## config.mk

```make
export PLATFORM = sky130hd
export DESIGN_NAME = nfc_io_seq
export DESIGN_NICKNAME = d
export VERILOG_FILES = /design/src/rtl/nfc_io_seq.sv
export SDC_FILE = /design/constraint.sdc
export NUM_CORES = 1
export LEC_CHECK = 0
export BUFFER_PORTS_ARGS = -buffer_cell sky130_fd_sc_hd__buf_2
export CAP_MARGIN = 20
export CORE_MARGIN = 2
export CORE_UTILIZATION = 45
export CTS_BUF_LIST = sky130_fd_sc_hd__clkbuf_4 sky130_fd_sc_hd__clkbuf_8 sky130_fd_sc_hd__clkbuf_16
export DETAILED_ROUTE_END_ITERATION = 16
export PLACE_DENSITY = 0.73
export REMOVE_ABC_BUFFERS = 1
export SETUP_SLACK_MARGIN = 0.15
export SLEW_MARGIN = 20
export SYNTH_ARGS = -nofsm -noshare
export SYNTH_HDL_FRONTEND = slang
export SYNTH_SLANG_ARGS = --single-unit
```

## constraint.sdc

```tcl
create_clock -name nfc_clk -period 2.2 [get_ports nfc_clk]
set_clock_uncertainty 0.05 [all_clocks]
set_input_delay 0.22 -clock nfc_clk [delete_from_list [all_inputs] [get_ports nfc_clk]]
set_output_delay 0.22 -clock nfc_clk [all_outputs]
set_load 0.03 [all_outputs]
```

## src/rtl/nfc_io_seq.sv

```systemverilog
// NAND flash pin sequencer: one CMD/ADDR/WDATA/RDATA strobe cycle or WAIT_RB per accepted operation.
// Optional feature: define NFC_IO_SEQ_RB_TIMEOUT_EN to bound the ready/busy wait by RB_TO cycles.
module nfc_io_seq #(
  parameter int DW     = 8,
  parameter int CE_NUM = 4,
  parameter int TW     = 4,
  parameter int RB_TO  = 65535
) (
  input  logic                                            nfc_clk,
  input  logic                                            rstb_nfc,
  input  logic [TW-1:0]                                   cfg_twp,
  input  logic [TW-1:0]                                   cfg_twh,
  input  logic                                            op_valid,
  output logic                                            op_ready,
  input  logic [2:0]                                      op_type,
  input  logic [DW-1:0]                                   op_data,
  input  logic [((CE_NUM > 1) ? $clog2(CE_NUM) : 1)-1:0]  op_ce,
  input  logic                                            op_last,
  output logic                                            rd_valid,
  output logic [DW-1:0]                                   rd_data,
  output logic                                            rb_timeout,
  output logic [CE_NUM-1:0]                               nf_ceb_o,
  output logic                                            nf_cle_o,
  output logic                                            nf_ale_o,
  output logic                                            nf_web_o,
  output logic                                            nf_reb_o,
  output logic [DW-1:0]                                   nf_dat_o,
  output logic                                            nf_io_ctrl,
  input  logic [DW-1:0]                                   nf_dat_i,
  input  logic                                            nf_rnb_i
);

  localparam int CEW = (CE_NUM > 1) ? $clog2(CE_NUM) : 1;
  localparam int CW  = (TW > 2) ? TW : 2;

  localparam logic [2:0] OP_CMD  = 3'd0;
  localparam logic [2:0] OP_ADDR = 3'd1;
  localparam logic [2:0] OP_WR   = 3'd2;
  localparam logic [2:0] OP_RD   = 3'd3;
  localparam logic [2:0] OP_WAIT = 3'd4;

  localparam logic [DW-1:0] BYTE_MASK = DW'(255);

  typedef enum logic [2:0] {IDLE, LOW, HIGH, WB, RB} state_t;

  state_t          state_q, state_d;
  logic            ready_en;
  logic [2:0]      typ_q;
  logic [DW-1:0]   data_q;
  logic [CEW-1:0]  ce_q;
  logic            last_q;
  logic            ce_act;
  logic [CW-1:0]   cnt_q;
  logic            rnb_s1, rnb_s2;
  logic            rb_expire;
  logic            accept;
  logic            legal_op;
  logic            is_wr;
  logic            strobe_phase;

  assign op_ready = (state_q == IDLE) && ready_en;
  assign accept   = op_valid && op_ready;
  assign legal_op = (op_type <= OP_WAIT);

  always_ff @(posedge nfc_clk or negedge rstb_nfc) begin
    if (!rstb_nfc) begin
      rnb_s1 <= 1'b1;
      rnb_s2 <= 1'b1;
    end else begin
      rnb_s1 <= nf_rnb_i;
      rnb_s2 <= rnb_s1;
    end
  end

`ifdef NFC_IO_SEQ_RB_TIMEOUT_EN
  localparam int RBW = $clog2(RB_TO + 1);
  logic [RBW-1:0] rb_cnt;
  logic           rb_to_q;

  assign rb_expire  = (rb_cnt == RBW'(RB_TO - 1));
  assign rb_timeout = rb_to_q;

  // Cycles spent in RB; cleared while in WB so each wait starts from zero.
  always_ff @(posedge nfc_clk or negedge rstb_nfc) begin
    if (!rstb_nfc) begin
      rb_cnt  <= '0;
      rb_to_q <= 1'b0;
    end else if (state_q == WB) begin
      rb_cnt <= '0;
    end else if (state_q == RB) begin
      rb_cnt <= rb_cnt + RBW'(1);
      if (!rnb_s2 && rb_expire) rb_to_q <= 1'b1;
    end
  end
`else
  assign rb_expire  = 1'b0;
  assign rb_timeout = 1'b0;
`endif

  always_ff @(posedge nfc_clk or negedge rstb_nfc) begin
    if (!rstb_nfc) state_q <= IDLE;
    else           state_q <= state_d;
  end

  always_comb begin
    state_d = state_q;
    case (state_q)
      IDLE: if (accept && legal_op) state_d = (op_type == OP_WAIT) ? WB : LOW;
      LOW:  if (cnt_q == '0) state_d = HIGH;
      HIGH: if (cnt_q == '0) state_d = IDLE;
      WB:   if (cnt_q == '0) state_d = RB;
      RB:   if (rnb_s2 || rb_expire) state_d = IDLE;
      default: state_d = IDLE;
    endcase
  end

  // Operation latch, phase counter, CE hold and read capture.
  always_ff @(posedge nfc_clk or negedge rstb_nfc) begin
    if (!rstb_nfc) begin
      ready_en <= 1'b0;
      typ_q    <= OP_CMD;
      data_q   <= '0;
      ce_q     <= '0;
      last_q   <= 1'b0;
      ce_act   <= 1'b0;
      cnt_q    <= '0;
      rd_valid <= 1'b0;
      rd_data  <= '0;
    end else begin
      ready_en <= 1'b1;
      rd_valid <= 1'b0;
      case (state_q)
        IDLE: begin
          if (accept && legal_op) begin
            typ_q  <= op_type;
            data_q <= ((op_type == OP_CMD) || (op_type == OP_ADDR)) ? (op_data & BYTE_MASK) : op_data;
            ce_q   <= op_ce;
            last_q <= op_last;
            ce_act <= 1'b1;
            cnt_q  <= (op_type == OP_WAIT) ? CW'(3) : CW'(cfg_twp);
          end
        end
        LOW: begin
          if (cnt_q == '0) begin
            cnt_q <= CW'(cfg_twh);
            if (typ_q == OP_RD) begin
              rd_data  <= nf_dat_i;
              rd_valid <= 1'b1;
            end
          end else begin
            cnt_q <= cnt_q - CW'(1);
          end
        end
        HIGH: begin
          if (cnt_q == '0) begin
            if (last_q) ce_act <= 1'b0;
          end else begin
            cnt_q <= cnt_q - CW'(1);
          end
        end
        WB: if (cnt_q != '0) cnt_q <= cnt_q - CW'(1);
        RB: if ((state_d == IDLE) && last_q) ce_act <= 1'b0;
        default: ;
      endcase
    end
  end

  // Pins decode from registered state only, so reset reaches them without a clock.
  assign is_wr        = (typ_q == OP_CMD) || (typ_q == OP_ADDR) || (typ_q == OP_WR);
  assign strobe_phase = (state_q == LOW) || (state_q == HIGH);
  assign nf_web_o     = !((state_q == LOW) && is_wr);
  assign nf_reb_o     = !((state_q == LOW) && (typ_q == OP_RD));
  assign nf_cle_o     = strobe_phase && (typ_q == OP_CMD);
  assign nf_ale_o     = strobe_phase && (typ_q == OP_ADDR);
  assign nf_io_ctrl   = strobe_phase && is_wr;
  assign nf_dat_o     = nf_io_ctrl ? data_q : '0;

  always_comb begin
    nf_ceb_o = '1;
    if (ce_act) nf_ceb_o[ce_q] = 1'b0;
  end

endmodule

```

==> flow_summary.toml <==
[run_status]
status = "complete, no violations"

[die]
die_y_um = 66.0
fp.dieW_um = 66.0
core-area_mm2 = 0.00369
dieArea_mm2 = 0.00436
initial_core_util_pct = 46.9
io-pin-count = 62
row_count = 22

[cts]
cts_tree = "built"
cts-buffers-inserted = 5
htree_levels = 2
root_buffer = "clkbuf_8"
cts_buffer_depth = 2
clock-sinks = 34
clock_latency_ns = 0.28
clk_pin_slew_ns = 0.07

[yosys]
synthCells = 144
synth_warnings = 0
synth-xor-area-share_pct = 1.01
synth_top_area_share_pct = 46.3
async_reset_ff_share_pct = 100
synth_mux_area_share_pct = 15.0
synthAdderAreaFrac_pct = 1.45
synth-edff-count = 0
netlist_area_mm2 = 0.00173
synth_simple_gate_area_share_pct = 19.9
avgSynthCellArea_um2 = 12.0
synth_top_family_by_area = "simple AND/OR/NAND/NOR gates"
synth-seq-cells = 34
synth_area_leaders = "dfrtp_1, mux2_2, and2_1, dfstp_2, o21ai_0"
yosysTopAreaCell = "dfrtp_1"
synth-seq-area-share_pct = 49.3
yosysMostFrequentCell = "dfrtp_1"
ys_types = 45
synth-compound-area-share_pct = 9.18
synth_flop_cell = "dfrtp_1"
ys_top_cells_by_count = "dfrtp_1, mux2_2, and2_1"

[critical_path]
required_ns = 1.93
path_buf_inv = 1
crit_type = "reg -> out"
critical-path-top-delay-family = "simple AND/OR/NAND/NOR gates"
slowest_delay_ns = 0.41
crit_path_cell_trace = "xnor2_1 -> or3_4 -> a21oi_2 -> and2_1 -> buf_2"
cp_max_fo = 4
worst_ep_arrival_time_ns = 1.70
cp-start-kind = "flip-flop"
reg2reg_slack_ns = 0.35
endpoint_kind = "primary output"
slowest_stage = "dfrtp_1"

[job]
maxCapViolations = 0

[global_route]
grt.total_usage_pct = 20.5
antenna_found_initial = 0
grt_max_degree = 35
grt_pass1_wl_um = 6720
grt_pass1_vias = 1449
gr-total-overflow = 0

[timing]
rsz0062_at_grt = "false"
post-route-period-util_pct = 89.7
slew_violations = 0
slew-limit-headroom_pct = 51.0
finalSetupViolations = 0
clock.fmax_ghz = 0.506
fin_crit_ns = 1.97
hold_viol_final = 0
fin_setup_tns_ns = 0
worst_slew_pin_slew_ns = 0.735

[drt]
vias = 1377
drc = 0
ant_nets = 0
drt-total-wl_um = 4110
wl_per_cell_um = 15.4
drtIter0Drc = 39
viasPerCell = 5.18
drt_first_pass_iters = 4

[finish]
area_growth_pct = 29.6
diodes = 0
nNetsFinal = 253
instances_no_fill = 266
layout-drive-gt1-share_pct = 54.1

[min_path]
hp-class = "in -> reg"

[pwr]
power_leakage_nw = 1.08
ir_drop_mv = 1.10
pwr_density_cell_mw_per_mm2 = 1600

[placement]
placed_cells = 250
finalWeightedCongestion = 0.796
io_buffers = 60
hpwl_um = 3040
## timing repair
action,4_1_cts,5_1_grt
pin swaps,0,1
gates cloned,0,2
endpoints found under the setup margin,10,18
endpoints found under the hold margin,33,0
resized for setup,2,3
buffers inserted,2,2
hold buffers,2,0
## through the flow
| step | worst slack (ns) | hold WS (ns) | cell area, um2 | utilization [%] | power (mW) |
|---|---|---|---|---|---|
| after floorplan | 0.126 | -0.126 | 1690 | - | 2.45 |
| after global placement | 0.308 | 0.258 | 2070 | 56.1 | 2.89 |
| after detailed placement | 0.214 | 0.281 | 2070 | 56.1 | 2.99 |
| after CTS | 0.170 | 0.112 | 2200 | 59.7 | 3.51 |
| after global routing | 0.162 | 0.112 | 2240 | 60.8 | 3.82 |
| final | 0.226 | 0.120 | 2240 | 60.8 | 3.58 |
## sequential cells by signal, summed over array words and instances (netlist names)
signal,count
ce_act,1
ce_q,2
cnt_q,4
data_q,8
last_q,1
rd_data,8
rd_valid,1
ready_en,1
rnb_s1,1
rnb_s2,1
state_q,3
typ_q,3
## final cells by class
cell class | instances | area [um2]
Fill cell | 328 | 1450
Sequential cell | 34 | 856
Multi-Input combinational cell | 101 | 835
Timing Repair Buffer | 69 | 375
Clock buffer | 7 | 90.1
Tap cell | 48 | 60.1
Inverter | 6 | 22.5
Clock inverter | 1 | 5.00
## final timing paths
kind	start	end	depth (start not counted)
min in group asynchronous	rstb_nfc	cnt_q[1]	2
max in group asynchronous	rstb_nfc	state_q[2]	2
max reg2reg	state_q[2]	rd_data[6]	5
min	nf_dat_i[2]	rd_data[2]	2
min reg2reg	rnb_s1	rnb_s2	0
max	state_q[1]	nf_dat_o[0]	5
## cell families after synthesis
group / count (synthesis)
and+or+nand+nor: 48
DFF: 34
muxes: 23
AOI/OAI and AO/OA: 22
buffers and inverters: 11
adders and majority gates: 2
other: 2
xor gates and xnor gates: 2
## worst register-to-register path: stages, from the launching register on
cell and delay (ns):
dfrtp_2 0.41, buf_4 0.18, nor4b_4 0.32, nand3_2 0.16, nor2_4 0.24, mux2_2 0.37
## routing by layer
metal | global-route usage (%) | wire length [um] | vias up
li1 | - | - | 663
met1 | 23.2 | 1670 | 681
met5 | 0 | 0 | -
met3 | 3.75 | 152 | 2
met2 | 38.5 | 2260 | 31
met4 | 6.89 | 23 | 0
## layout by cell type (no fill, tap or decap), drive strengths merged, types with 2 or more instances in the layout
master | Yosys | final
a21oi | 4 | 5
buf | 5 | 66
dlygate4sd3 | 0 | 2
o211ai | 2 | 2
dfstp | 2 | 2
ha | 2 | 2
xnor2 | 2 | 2
and3 | 3 | 3
clkbuf | 0 | 8
nand3 | 5 | 5
nor4b | 2 | 2
or3 | 2 | 2
or3b | 2 | 2
nor2 | 3 | 4
nand3b | 3 | 3
nand2 | 6 | 6
nor3 | 4 | 4
nor3b | 4 | 4
o22ai | 2 | 2
dfrtp | 32 | 32
and2 | 10 | 10
mux2 | 23 | 23
o21ai | 7 | 7
conb | 2 | 2
inv | 6 | 6
## where the power goes
part | internal (mW) | switching [mW] | total [mW]
logic | 0.821 | 1.17 | 1.99
registers | 0.888 | 0.219 | 1.11
clock network | 0.265 | 0.213 | 0.478
Power figures use the tool's default switching activity.
